[src/rtl/serial_pkg.sv]
// Shared types for the bit-serial adder datapath (adder, serializer, word assembler).
package serial_pkg;

    typedef enum logic [0:0] {
        IDLE    = 1'b0,
        COLLECT = 1'b1
    } asm_state_t;

    localparam int unsigned DROP_CW_DEF = 8;

endpackage

[src/rtl/serial_out_reg.sv]
// One-word holding register with a valid/ready output port.
// 'free' means a word offered this cycle can be captured; 'load' means it is.
module serial_out_reg
    import serial_pkg::*;
#(
    parameter int unsigned WIDTH = 4
) (
    input  logic             clk,
    input  logic             reset,
    input  logic             load_req,
    input  logic [WIDTH-1:0] load_data,
    input  logic             ready,
    output logic [WIDTH-1:0] data,
    output logic             valid,
    output logic             free,
    output logic             load
);

    logic [WIDTH-1:0] data_q, data_d;
    logic             valid_q, valid_d;

    // Slot frees up when empty or when the held word leaves this same edge.
    always_comb begin
        free    = !valid_q || ready;
        load    = load_req && free;
        data_d  = data_q;
        valid_d = valid_q;
        if (load) begin
            data_d  = load_data;
            valid_d = 1'b1;
        end else if (valid_q && ready) begin
            valid_d = 1'b0;
        end
    end

    // Holding register state.
    always_ff @(posedge clk or posedge reset) begin
        if (reset) begin
            data_q  <= '0;
            valid_q <= 1'b0;
        end else begin
            data_q  <= data_d;
            valid_q <= valid_d;
        end
    end

    assign data  = data_q;
    assign valid = valid_q;

endmodule

[src/rtl/serial_word_assembler.sv]
// Collects an LSB-first serial result stream into WIDTH-bit words and hands them to a
// valid/ready consumer. The upstream cannot stall: words with nowhere to go are dropped.
module serial_word_assembler
    import serial_pkg::*;
#(
    parameter int unsigned WIDTH   = 4,
    parameter int unsigned DROP_CW = DROP_CW_DEF
) (
    input  logic               clk,
    input  logic               reset,
    input  logic               bit_valid,
    input  logic               bit_data,
    input  logic               bit_first,
    output logic [WIDTH-1:0]   word_data,
    output logic               word_valid,
    input  logic               word_ready,
    output logic               err_frame,
    output logic               err_ovf,
    output logic [DROP_CW-1:0] drop_cnt
);

    localparam int unsigned CW = $clog2(WIDTH);
    localparam logic [CW-1:0] CntLast = CW'(WIDTH - 1);

    asm_state_t         state_q, state_d;
    logic [CW-1:0]      cnt_q, cnt_d;
    logic [WIDTH-1:0]   shift_q, shift_d;
    logic [WIDTH-1:0]   merged;
    logic               done;
    logic               frame_d;
    logic               ovf_d;
    logic               err_frame_q, err_ovf_q;
    logic [DROP_CW-1:0] drop_q, drop_d;
    logic               slot_free, slot_load;

    // Framing FSM and shift register; 'merged' is the shift reg with this bit inserted.
    always_comb begin
        state_d         = state_q;
        cnt_d           = cnt_q;
        shift_d         = shift_q;
        frame_d         = 1'b0;
        done            = 1'b0;
        merged          = shift_q;
        merged[cnt_q]   = bit_data;
        if (bit_valid) begin
            unique case (state_q)
                IDLE: begin
                    if (bit_first) begin
                        shift_d    = '0;
                        shift_d[0] = bit_data;
                        cnt_d      = CW'(1);
                        state_d    = COLLECT;
                    end else begin
                        frame_d = 1'b1;
                    end
                end
                COLLECT: begin
                    if (bit_first) begin
                        // Restart: the partial word is thrown away, this bit is bit 0.
                        frame_d    = 1'b1;
                        shift_d    = '0;
                        shift_d[0] = bit_data;
                        cnt_d      = CW'(1);
                    end else if (cnt_q == CntLast) begin
                        done    = 1'b1;
                        cnt_d   = '0;
                        state_d = IDLE;
                    end else begin
                        shift_d = merged;
                        cnt_d   = cnt_q + CW'(1);
                    end
                end
            endcase
        end
    end

    // Overflow detection and saturating drop counter.
    always_comb begin
        ovf_d  = done && !slot_free;
        drop_d = drop_q;
        if (done && !slot_load && (drop_q != '1)) begin
            drop_d = drop_q + DROP_CW'(1);
        end
    end

    // Assembler state and registered error pulses.
    always_ff @(posedge clk or posedge reset) begin
        if (reset) begin
            state_q     <= IDLE;
            cnt_q       <= '0;
            shift_q     <= '0;
            err_frame_q <= 1'b0;
            err_ovf_q   <= 1'b0;
            drop_q      <= '0;
        end else begin
            state_q     <= state_d;
            cnt_q       <= cnt_d;
            shift_q     <= shift_d;
            err_frame_q <= frame_d;
            err_ovf_q   <= ovf_d;
            drop_q      <= drop_d;
        end
    end

    serial_out_reg #(
        .WIDTH (WIDTH)
    ) u_out_reg (
        .clk       (clk),
        .reset     (reset),
        .load_req  (done),
        .load_data (merged),
        .ready     (word_ready),
        .data      (word_data),
        .valid     (word_valid),
        .free      (slot_free),
        .load      (slot_load)
    );

    assign err_frame = err_frame_q;
    assign err_ovf   = err_ovf_q;
    assign drop_cnt  = drop_q;

endmodule

[config.mk]
export PLATFORM = sky130hd
export DESIGN_NAME = serial_word_assembler
export DESIGN_NICKNAME = d
export VERILOG_FILES = /design/src/rtl/serial_pkg.sv /design/src/rtl/serial_out_reg.sv /design/src/rtl/serial_word_assembler.sv
export SDC_FILE = /design/constraint.sdc
export NUM_CORES = 1
export LEC_CHECK = 0
export ABC_CLOCK_PERIOD_IN_PS = 3600
export BUFFER_PORTS_ARGS = -buffer_cell sky130_fd_sc_hd__clkbuf_2
export CAP_MARGIN = 10
export CORE_MARGIN = 2
export CORE_UTILIZATION = 58
export CTS_CLUSTER_SIZE = 28
export DETAILED_ROUTE_END_ITERATION = 10
export GPL_TIMING_DRIVEN = 1
export PLACE_DENSITY = 0.83
export REMOVE_ABC_BUFFERS = 1
export SKIP_CTS_REPAIR_TIMING = 1
export SYNTH_ARGS = -nofsm -noshare
export SYNTH_HDL_FRONTEND = slang
export SYNTH_SLANG_ARGS = --single-unit
[constraint.sdc]
create_clock -name clk -period 3.6 [get_ports clk]
set_clock_uncertainty 0.2 [all_clocks]
set_input_delay 0.18 -clock clk [delete_from_list [all_inputs] [get_ports clk]]
set_output_delay 0.18 -clock clk [all_outputs]
set_load 0.005 [all_outputs]
## After elaboration in Yosys (flattened, before gate mapping)

Cells that the tools add are included.

- Output and inout port bits: 15
- Memories: 0
- Logic and storage cells: 54
- ROM bits: 0
- Input port bits: 6
- Bits in writable memories: 0
- Bits in latches: 0
- Register bits after elaboration: 22

- Add/subtract/negate cells: 2
- Bitwise gates (word level): 1
- Shifts and indexed selects: 0
- Multipliers: 0
- Equality and inequality tests: 4
- Divide/modulo/power cells: 0
- $lt $le $gt $ge: 2
- Mux-type cells: 24
- Reduce and logical (&&, ||, !) cells: 13

Operators with widths:

| cell | count |
|---|---|
| 2-to-1 mux 1 bit | 12 |
| 2-to-1 mux 4 bit | 3 |
| adder 8 x 1 -> 8 bit (second input constant) | 1 |
| != test 8 bit (second input constant) | 1 |
| one-hot mux 4 bit (2 select lines) | 1 |
| logical AND 1 bit | 6 |
| 2-to-1 mux 2 bit | 3 |
| bitwise mux 4 bit | 1 |
| one-hot mux 1 bit (2 select lines) | 2 |
| one-hot mux 2 bit (2 select lines) | 1 |
| logical NOT 1 bit | 3 |
| less-than comparator 2 x 3 -> 1 bit (second input constant) | 1 |
| != test 3 bit (second input constant) | 1 |
| AND reduction 3 bit | 1 |
| adder 2 x 1 -> 2 bit (second input constant) | 1 |
| demux 1 bit (select 2 bit) | 1 |
| equality test 2 bit (second input constant) | 1 |
| >= comparator 2 x 1 -> 1 bit (second input constant) | 1 |
| != test 2 bit (second input constant) | 1 |
| AND reduction 2 bit | 1 |
| nonzero test 2 bit | 1 |
| logical OR 1 bit | 1 |
| NOT 1 bit | 1 |

## Longest topological paths before layout

- Word-level depth: 9
- Mapped depth: 6
- Gate-level depth less buffers: 5

## Cells and area by module

From an unflattened synthesis, not the netlist that was laid out.

- Cell total of the unflattened synthesis: 100
- Area, all modules: 1157.4 µm²

By module, submodules not included:

| module | seq. area each (µm²) | area an instance (µm²) | cells an instance | instances |
|---|---|---|---|---|
| serial_word_assembler | 425.4 | 932.1 | 86 | 1 |
| serial_out_reg | 125.1 | 225.2 | 14 | 1 |

## Worst setup path after synthesis

Ideal clock, no wire load.

- Kind: flip-flop to flip-flop
- Start: register cnt_q[0]
- End: register drop_q[7] (netlist: drop_cnt[7])
- Required time: 3.272 ns
- Cell stages (with the launch flop): 6
- Setup slack: 1.780 ns
- Data arrival time: 1.493 ns
- Path buffers: 1
- Setup time: 0.128 ns
- Clock period less this slack: 1.820 ns
- Path through: dfrtp_1 > ha_1 > nand4b_1 > buf_4 > nor4_2 > mux2_1

- Word-level cells in the longest chain between the ends: 9

Ends and longest elaborated chain:

| item | line | RTL |
|---|---|---|
| start: declaration | serial_word_assembler.sv:26 | `logic [CW-1:0] cnt_q, cnt_d;` |
| start signal: assignment | serial_word_assembler.sv:97 | `cnt_q <= cnt_d;` |
| equality test 2 bit (*) | serial_word_assembler.sv:64 | `end else if (cnt_q == CntLast) begin` |
| 2-to-1 mux 1 bit (*) | serial_word_assembler.sv:64 |  |
| 2-to-1 mux 1 bit (*) | serial_word_assembler.sv:58 | `if (bit_first) begin` |
| 2-to-1 mux 1 bit (*) | serial_word_assembler.sv:46 | `unique case (state_q)` |
| 2-to-1 mux 1 bit (*) | serial_word_assembler.sv:45 | `if (bit_valid) begin` |
| logical AND 1 bit | serial_out_reg.sv:25 | `load = load_req && free;` |
| logical NOT 1 bit | serial_word_assembler.sv:81 | `if (done && !slot_load && (drop_q != '1)) begin` |
| logical AND 1 bit (*) (2 in a row) | serial_word_assembler.sv:81 |  |
| end signal: assignment | serial_word_assembler.sv:101 | `drop_q <= drop_d;` |
| end: declaration | serial_word_assembler.sv:33 | `logic [DROP_CW-1:0] drop_q, drop_d;` |

Every way passes the cells marked *; elsewhere a longest branch is shown, timed or not.
A chain may end at the register's enable or synchronous reset.

## Worst setup path in the final report

- Start: register cnt_q[0]
- End: register u_out_reg.data_q[2] (netlist: u_out_reg.data[2])

- Word-level cells in the longest chain between the ends: 6
- Elaborated cells between the ends (all ways): 12
- Those cells by class: order compare (2); eq/ne (1); mux (7); reduce/logical (2)

Ends and longest elaborated chain:

| item | line | RTL |
|---|---|---|
| branches (longest 6 deep; another with less-than comparator 2 x 3 -> 1 bit) | -- |  |
| end signal: assignment | serial_out_reg.sv:42 | `data_q <= data_d;` |
| end: declaration | serial_out_reg.sv:19 | `logic [WIDTH-1:0] data_q, data_d;` |

Several ways; the timed one is not identified.

==> key figures <==
Run status
  • Status: complete, no violations

Logic synthesis
  • Distinct cells, synth: 34
  • Largest area contributor in the netlist: dfrtp_1
  • Fraction of the yosys area taken by sequential cells: a little under half
  • Synthesized area: around 1200 um2
  • Number of synthesized register bits: 22
  • Share of the synthesized area in the top cell type: a little under half
  • Synth Warn #: 0
  • Mean Syn Cell Area: between 10 and 15 um2
  • Syn Inst Count: ~100
  • Synth area leaders: dfrtp_1 48%, mux2_2 8.8%, ha_1 7.6%, a22o_1 3.0%, mux2i_1 2.6%

Pwr
  • PwrDens: approximately 500 nW/um2
  • Pleak: 0.000675 uW
  • Worst VDD drop: a little under 0.0003 V

Worst setup path
  • Worst path arrival time: ~2200 ps
  • CP Class: flip-flop to flip-flop
  • Critical path required time: ~3600 ps
  • CP Capture Type: flip-flop
  • CP max FO: 11
  • Crit start category: flip-flop

Layout
  • Fin util: between 70% and 80%
  • Register area: roughly 550 um2
  • Area growth, synth to finish: 16.8%
  • Filler cells: around 170
  • Most frequent cells in the layout: 22 x dfrtp_1, 20 x clkbuf_2, 9 x mux2_2
  • Fin nets: ~140
  • Footprint of the multi-input gates: ~560 um2
  • Antenna Cells: 0
  • Most common cell after layout, fill and taps aside: dfrtp_1
  • Layout cells sized above 1: 28.2%

Timing
  • Max Clock Freq: 0.446 GHz
  • Worst Max-Slew Pin Slew: a little over 800 ps
  • Slew Viols, Final: 0
  • Relative slew margins: 45.7%
  • Final hold violation count: 0
  • RSZ-0062 raised after global routing: false
  • Final worst slack: roughly 1400 ps
  • Final Critical Period: 2240 ps
  • Setup TNS: 0 ps
  • Count of final setup violators: 0
  • Tcrit/Tclk final: approximately 62%
  • Worst Hold Slack: about 95 ps

Clock network
  • CTS sink cnt: 22
  • Inserted Clock Buffers: 3
  • Clock-pin slew on the worst setup and hold paths: 120 ps
  • CTS root buffer: clkbuf_4
  • Clock latency on the worst-skew pair: around 300 ps
  • CTS tree: yes
  • Max clock buf depth: 2
  • # H-tree levels: 1

Place
  • RePlAce Congestion: about 0.76
  • Detailed-placement wirelength estimate: 1620 um
  • DP Worst Slack: 1400 ps
  • Port Buffers: 20

Floorplanning
  • Die X: ~49 um
  • Initial Util: ~60%
  • Die Y: 48.6 um
  • CORE AREA: ~1900 um2
  • Row Count: 16
  • # IOs: 21
  • Die area: 2360 um2

Routing
  • Initial drt markers: 18
  • Final WL: roughly 2100 um
  • Routed Antenna Nets: 0
  • Wire length per cell: roughly 14 um
  • Detailed-route DRC error count: 0
  • Via density per instance: between 5 and 6
  • Total iterations of the first detailed-routing run: 4
  • Routed vias: between 800 and 900

Global routing
  • Gr ovfl total: 0
  • Vias in the first global route: between 800 and 900
  • First-pass GRT wire length: 3760 um
  • GRT Util Overall: between 20% and 30%
  • Initial antenna violation count: 0
  • Largest net degree at the start of global routing: 23

Run
  • MaxCap Viol Count: 0

Worst hold path
  • Hold/Removal Path Class: input port to flip-flop
[cell type report]
type                            count  area share, %
Clock buffer                        3           1.67
Timing Repair Buffer               25           11.1
Multi-Input combinational cell     67           41.9
Inverter                            7           1.95
Sequential cell                    22           40.9
Tap cell                           27           2.51
[cell usage after synthesis]
master	number
mux2_1	1
a211o_1	1
a2111oi_0	1
nand2_1	4
nand4b_1	2
and4_1	1
o211ai_1	4
mux2i_1	3
a211oi_1	1
nand4_1	1
a22o_1	4
buf_4	1
nor2_1	5
nor3_1	2
xor2_1	2
and4b_1	1
nor4_2	1
mux2_4	1
and2b_1	1
nand3_1	2
nand2b_1	3
xnor2_1	1
nand3b_1	1
inv_1	7
a41o_1	1
a2111oi_2	1
buf_2	1
or3_1	1
mux2_2	9
dfrtp_1	22
nor2b_1	2
and3_1	1
o21ai_0	2
ha_1	7
[sequential cells by signal (all words and copies together) (netlist names)]
signal and flops:
drop_cnt 8, shift_q 4, state_q 1, cnt_q 2, u_out_reg.data 4, u_out_reg.valid 1, err_frame 1, err_ovf 1
[where the power goes]
group          switching (uW)  internal [uW]
sequential               41.0            301
clock                    71.1           39.0
combinational             101            119
total                     213            458
[layer usage]
layer  wire length (um)  vias up  GRT usage [%]
met1               1030      429           29.3
met2               1010       24           31.3
met5                  0        -              0
met4                 14        0           7.14
li1                   -      413              -
met3                 85        4           3.09
[final timing paths]
check                           start  depth (start not counted)  slack (ps)                 to
hold reg to reg            shift_q[2]                          1         320         shift_q[2]
max in group asynchronous       reset                          3        2350  u_out_reg.data[0]
min in group asynchronous       reset                          3         350    u_out_reg.valid
setup reg to reg             cnt_q[0]                          4        1360  u_out_reg.data[2]
setup / recovery             cnt_q[0]                          4        1360  u_out_reg.data[2]
hold / removal             word_ready                          3          90            err_ovf
[critical path: stages (launching register included)]
cell and delay, ps:
dfrtp_1 420, ha_1 310, nand4b_1 420, and2b_1 430
mux2_2 350
[kinds of logic (layout without fill, tap and decap cells)]
group           Yosys count  in the layout  share of synthesized area (%)
flops                    22             22                           47.7
mux                      14             14                           13.7
xor+xnor                  3              3                           2.28
buf+inv                   9             35                           3.36
compound gates           15             15                           10.8
simple gates             28             28                           14.5
fa+ha+maj                 7              7                           7.59
[per-stage QoR]
step | cells | power, uW | area, um2
finish | 151 | 671 | 1350
global route | 151 | 717 | 1350
CTS | 146 | 667 | 1300
detailed placement | 143 | 559 | 1270
global placement | 143 | 545 | 1270
floorplan | 96 | 488 | 1140
No activity file was read; power rests on OpenSTA's default activity.
